--- src/rtl/apb_slave_pkg.sv ---
// Shared types and address decode for the APB register-file completer.
package apb_slave_pkg;

    localparam int APB_ADDR_W = 32;
    localparam int APB_DATA_W = 32;

    typedef enum logic [1:0] {
        IDLE,
        SETUP,
        ACCESS
    } apb_phase_e;

    typedef struct packed {
        logic       hit;
        logic [7:0] idx;
    } apb_decode_t;

    // Window compare is done one bit wider so a window ending at 4 GiB cannot wrap.
    function automatic apb_decode_t apb_decode(
        input logic [APB_ADDR_W-1:0] addr,
        input logic [APB_ADDR_W-1:0] base,
        input int                    num_regs
    );
        apb_decode_t           d;
        logic [APB_ADDR_W-1:0] span;
        logic [APB_ADDR_W:0]   limit;
        span  = APB_ADDR_W'(num_regs) << 2;
        limit = {1'b0, base} + {1'b0, span};
        d.hit = (addr[1:0] == 2'b00) && (addr >= base) && ({1'b0, addr} < limit);
        d.idx = addr[9:2] & 8'(num_regs - 1);
        return d;
    endfunction

endpackage

--- src/rtl/apb_slave_fsm.sv ---
// APB phase tracker: latches the setup-phase address/direction and flags sequencing
// and stability violations.
module apb_slave_fsm
    import apb_slave_pkg::*;
(
    input  logic                  clock,
    input  logic                  reset,
    input  logic                  pselx,
    input  logic                  penable,
    input  logic                  pwrite,
    input  logic [APB_ADDR_W-1:0] paddr,
    output logic                  setup_evt,
    output logic                  access_evt,
    output logic                  proto_viol,
    output logic [APB_ADDR_W-1:0] lat_addr,
    output logic                  lat_write
);

    apb_phase_e state;
    apb_phase_e state_nxt;

    always_ff @(posedge clock) begin
        if (reset) begin
            state     <= IDLE;
            lat_addr  <= '0;
            lat_write <= 1'b0;
        end else begin
            state <= state_nxt;
            if (setup_evt) begin
                lat_addr  <= paddr;
                lat_write <= pwrite;
            end
        end
    end

    // access_evt fires only for a clean SETUP->ACCESS hand-off; an unstable one is aborted.
    always_comb begin
        state_nxt  = state;
        setup_evt  = 1'b0;
        access_evt = 1'b0;
        proto_viol = 1'b0;
        case (state)
            IDLE: begin
                if (pselx && !penable) begin
                    state_nxt = SETUP;
                    setup_evt = 1'b1;
                end else if (pselx && penable) begin
                    proto_viol = 1'b1;
                end
            end
            SETUP: begin
                if (pselx && penable) begin
                    state_nxt = ACCESS;
                    if ((paddr == lat_addr) && (pwrite == lat_write)) begin
                        access_evt = 1'b1;
                    end else begin
                        proto_viol = 1'b1;
                    end
                end else begin
                    proto_viol = 1'b1;
                    if (pselx) begin
                        state_nxt = SETUP;
                        setup_evt = 1'b1;
                    end else begin
                        state_nxt = IDLE;
                    end
                end
            end
            ACCESS: begin
                if (!pselx) begin
                    state_nxt = IDLE;
                end else if (!penable) begin
                    state_nxt = SETUP;
                    setup_evt = 1'b1;
                end else begin
                    proto_viol = 1'b1;
                    state_nxt  = IDLE;
                end
            end
            default: state_nxt = IDLE;
        endcase
    end

endmodule

--- src/rtl/apb_slave_regfile.sv ---
// APB2 completer with a bank of 32-bit registers, sticky protocol/decode error flags
// and saturating transfer counters.
module apb_slave_regfile
    import apb_slave_pkg::*;
#(
    parameter int          NUM_REGS  = 16,
    parameter logic [31:0] BASE_ADDR = 32'h8000_0000,
    parameter int          CNT_W     = 16
) (
    input  logic             clock,
    input  logic             reset,
    input  logic             pselx,
    input  logic             penable,
    input  logic             pwrite,
    input  logic [31:0]      paddr,
    input  logic [31:0]      pwdata,
    output logic [31:0]      prdata,
    input  logic             err_clr,
    output logic             proto_err,
    output logic             decode_err,
    output logic [CNT_W-1:0] wr_count,
    output logic [CNT_W-1:0] rd_count
);

    localparam int IDX_W = $clog2(NUM_REGS);

    logic [APB_DATA_W-1:0] regs [NUM_REGS];

    logic                  setup_evt;
    logic                  access_evt;
    logic                  proto_viol;
    logic [APB_ADDR_W-1:0] lat_addr;
    logic                  lat_write;
    apb_decode_t           setup_dec;
    apb_decode_t           access_dec;
    logic                  unused_idx;

    apb_slave_fsm u_fsm (
        .clock      (clock),
        .reset      (reset),
        .pselx      (pselx),
        .penable    (penable),
        .pwrite     (pwrite),
        .paddr      (paddr),
        .setup_evt  (setup_evt),
        .access_evt (access_evt),
        .proto_viol (proto_viol),
        .lat_addr   (lat_addr),
        .lat_write  (lat_write)
    );

    // Reads decode the live setup address; writes and counters use the latched one.
    assign setup_dec  = apb_decode(paddr, BASE_ADDR, NUM_REGS);
    assign access_dec = apb_decode(lat_addr, BASE_ADDR, NUM_REGS);
    assign unused_idx = ^{setup_dec.idx, access_dec.idx};

    always_ff @(posedge clock) begin
        if (reset) begin
            for (int i = 0; i < NUM_REGS; i++) begin
                regs[i] <= '0;
            end
            prdata <= '0;
        end else begin
            if (access_evt && access_dec.hit && lat_write) begin
                regs[access_dec.idx[IDX_W-1:0]] <= pwdata;
            end
            if (setup_evt && !pwrite) begin
                prdata <= setup_dec.hit ? regs[setup_dec.idx[IDX_W-1:0]] : '0;
            end
        end
    end

    always_ff @(posedge clock) begin
        if (reset) begin
            wr_count <= '0;
            rd_count <= '0;
        end else if (access_evt && access_dec.hit) begin
            if (lat_write && (wr_count != '1)) begin
                wr_count <= wr_count + CNT_W'(1);
            end
            if (!lat_write && (rd_count != '1)) begin
                rd_count <= rd_count + CNT_W'(1);
            end
        end
    end

    // A fresh error in the err_clr cycle keeps the flag set.
    always_ff @(posedge clock) begin
        if (reset) begin
            proto_err  <= 1'b0;
            decode_err <= 1'b0;
        end else begin
            proto_err  <= proto_viol | (proto_err & ~err_clr);
            decode_err <= (access_evt & ~access_dec.hit) | (decode_err & ~err_clr);
        end
    end

endmodule

--- config.mk ---
export PLATFORM = sky130hd
export DESIGN_NAME = apb_slave_regfile
export DESIGN_NICKNAME = d
export VERILOG_FILES = /design/src/rtl/apb_slave_pkg.sv /design/src/rtl/apb_slave_fsm.sv /design/src/rtl/apb_slave_regfile.sv
export SDC_FILE = /design/constraint.sdc
export NUM_CORES = 1
export LEC_CHECK = 0
export CAP_MARGIN = 5
export CORE_AREA = 2 2 266 268
export CTS_BUF_LIST = sky130_fd_sc_hd__clkbuf_8
export DETAILED_ROUTE_END_ITERATION = 6
export DIE_AREA = 0 0 268 270
export SLEW_MARGIN = 20
export SYNTH_ARGS = -nofsm -noshare
export SYNTH_HDL_FRONTEND = slang
export SYNTH_SLANG_ARGS = --single-unit
--- constraint.sdc ---
create_clock -name clock -period 3.3 [get_ports clock]
set_input_delay 0.495 -clock clock [delete_from_list [all_inputs] [get_ports clock]]
set_output_delay 0.495 -clock clock [all_outputs]
set_load 0.02 [all_outputs]
==> impl_metrics.toml <==
[global_routing]
grt_pass1_wl_um = 110000
antenna_found_initial = 10
grt-ovfl-total = 0
grt_use_total_pct = 20.7
grt_max_degree = 129
grt_pass1_vias = 16900

[route]
first_pass_iters = 5
routedWlPerCell_um = 23.6
routed_wirelength_um = 73400
vias_per_cell = 5.23
drc_errors = 0
vias = 16300
ant_nets = 0
drt_iter0_markers = 1406

[job]
max_cap_violations = 0

[worst_setup_path]
worst_path_largest_cell_delay_ns = 0.41
crit_top_cell = "buf_12"
cp_cell_sequence = "nor4_1 -> nand4_1 -> nor3_1 -> nand4_2 -> buf_12 -> nor4_2 -> or2_2 -> buf_12"
cpMaxStageDelayCell = "nor4_1"
cpLargestDelayFamily = "simple AND/OR/NAND/NOR gates"
r2r_cells = 8
path_buf_inv = 2
critPathRequiredTime_ns = 3.68
worstSetupPathType = "reg -> reg"
cp_data_arrival_time_ns = 3.37
cp-end-kind = "flip-flop"
crit_cells = 8
crit_fanout = 25
setup.worst_path.start_class = "flip-flop"

[clocking]
tritoncts = "yes"
cts_resized = 0
clkLatencyLatePin_ns = 0.71
cts_buffers = 102
path_clk_slew_ns = 0.06
h-tree-depth = 3
cts_root_buffer = "clkbuf_8"
cts_hold_buf = 0
clock-sinks = 613
clk_path_buf_depth = 3
post_cts_buffers = 0

[sta]
period_share_pct = 90.7
period_minus_slack_ns = 2.99
fmax_mhz = 334
report.final.slew_viol_count = 0
rsz0062_at_grt = "false"
setup_viol = 0
fin_skew_ns = 0.0276
relSlewSlack_pct = 39.5
worst_pin_slew_ns = 0.908
hold_violations = 0

[logic_synthesis]
synth_top_area_share_pct = 56.0
synth_flop_cell = "edfxtp_1"
syn-num-nets = 1982
synthTopCellsByArea = "edfxtp_1, mux4_2, and2_1"
synth_edf_count = 512
synth_cells = 1910
syn_area_per_cell_um2 = 14.4
ys_warn_count = 0
yosysTopAreaCell = "edfxtp_1"
async_flop_share_pct = 0
synthesis.area_mm2 = 0.0275
synth.yosys.seq_area_share_pct = 63.3
ys_ff_latch = 613
yosysUniqueCellTypes = 39

[cells_and_area]
stdcell_count = 3112
final_nets = 2159
fill_cells = 6004
layout_commonest_cell = "and2_1"
layout_common_cells = "and2_1, edfxtp_1, mux4_2"
stdcell_area_mm2 = 0.0325
drive_above_1_share_pct = 19.5
syn2layout_area_growth_pct = 18.4

[placed_design]
placed_cell_area_mm2 = 0.0306
dp_cells = 2923
hpwl_um = 44700
gp_congestion = 0.809
io_buffer_count = 135

[power]
internal-power_mw = 12.3
seqPwrFrac_pct = 53.7
leakage_nw = 11.7
ir_drop_uv = 263
p_comb_share_pct = 7.1
clockPowerShare_pct = 39.2
p_per_area_mw_per_mm2 = 497
switching_share_pct = 23.7
power_switching_mw = 3.84

[floorplan]
rows = 97
die_h_um = 270
io_pins = 136
dieArea_mm2 = 0.0724
die_w_um = 268
design.core.area_mm2 = 0.0695
start_util_pct = 39.5

[outcome]
status = "complete, no violations"

[min_path]
min_path_cells = 2
hold_path.class = "in -> reg"
==> flip-flops by register name, indices dropped and copies added (netlist names) <==
register         count
prdata              32
u_fsm.state          2
regs               512
decode_err           1
rd_count            16
u_fsm.lat_write      1
proto_err            1
wr_count            16
u_fsm.lat_addr      32
==> per-stage QoR <==
stage	TNS (ns)	hold slack, ns	utilization, %	power (mW)	worst slack (ns)
after floorplan	0	0.457	-	9.44	0.328
final	0	0.330	46.8	16.2	0.307
after detailed placement	-53.05	0.443	44.0	10.0	-0.195
after CTS	0	0.259	46.7	16.3	0.298
after global routing	0	0.331	46.8	16.7	0.158
after global placement	-105.27	0.437	44.0	9.98	-0.252
==> path summary, 6_finish.rpt <==
path,slack [ns],startpoint,to
worst max-delay path,0.31,u_fsm.lat_addr[9],regs[2][9]
worst min-delay path,0.33,reset,u_fsm.lat_addr[3]
worst max register to register,0.31,u_fsm.lat_addr[9],regs[2][9]
worst min register to register,0.45,prdata[4],prdata[4]
==> Yosys cell counts (2+ instances only) <==
cell      number
nor4_1        19
clkbuf_1     132
nor4b_1        3
xor2_1         3
nor4_4        10
and4_1         5
buf_1          6
ha_1           2
and2_1       515
nand2_1      113
a21oi_1       64
buf_2         13
dfxtp_1      101
nor2_1        15
nand2b_1       4
edfxtp_1     512
or4_1          2
buf_4          2
xnor2_1       32
o31ai_1        2
nor3_1         5
and3_1         5
or2_2         19
inv_1         35
o21a_1         2
o21ai_0       58
nand3_1       14
mux4_2       159
mux2i_1        2
or3_1         26
nand4_1       22
==> layer usage <==
layer | part of all wire, % | up-vias | track usage, %
met5 | 0 | - | 0
met4 | 2.5 | 0 | 6.75
met3 | 6.5 | 112 | 4.24
met2 | 48 | 525 | 33.1
met1 | 43 | 8311 | 28.3
li1 | - | 7329 | -
==> power by group through the flow <==
| stage | Combinational, mW | Clock [mW] | Sequential [mW] |
|---|---|---|---|
| global route | 1.23 | 6.82 | 8.69 |
| global placement | 1.16 | 0 | 8.82 |
| detailed placement | 1.17 | 0 | 8.83 |
| floorplan | 0.644 | 0 | 8.80 |
| finish | 1.15 | 6.33 | 8.67 |
| CTS | 1.17 | 6.48 | 8.67 |
==> logic make-up after synthesis <==
logic type                 after synthesis  share of synthesized area [%]
AOI/OAI and AO/OA                      127                           2.36
xor gates and xnor gates                35                           1.12
adders and majority gates                2                         0.0911
buffers and inverters                  189                           2.70
DFF                                    613                           63.3
muxes                                  162                           13.2
and+or+nand+nor                        782                           17.2
==> layout make-up <==
class / instances / area [µm²] / area share, %
diodes: 4 / 10.0 / 0.0308
clock buffers: 110 / 1510 / 4.66
clock inverters: 75 / 365 / 1.12
inverters: 35 / 131 / 0.404
multi-input cells: 1108 / 9370 / 28.8
flip-flops and latches: 613 / 17400 / 53.5
well taps: 940 / 1180 / 3.62
repair buffers: 227 / 2540 / 7.83
(Power assumes the default switching activity.)
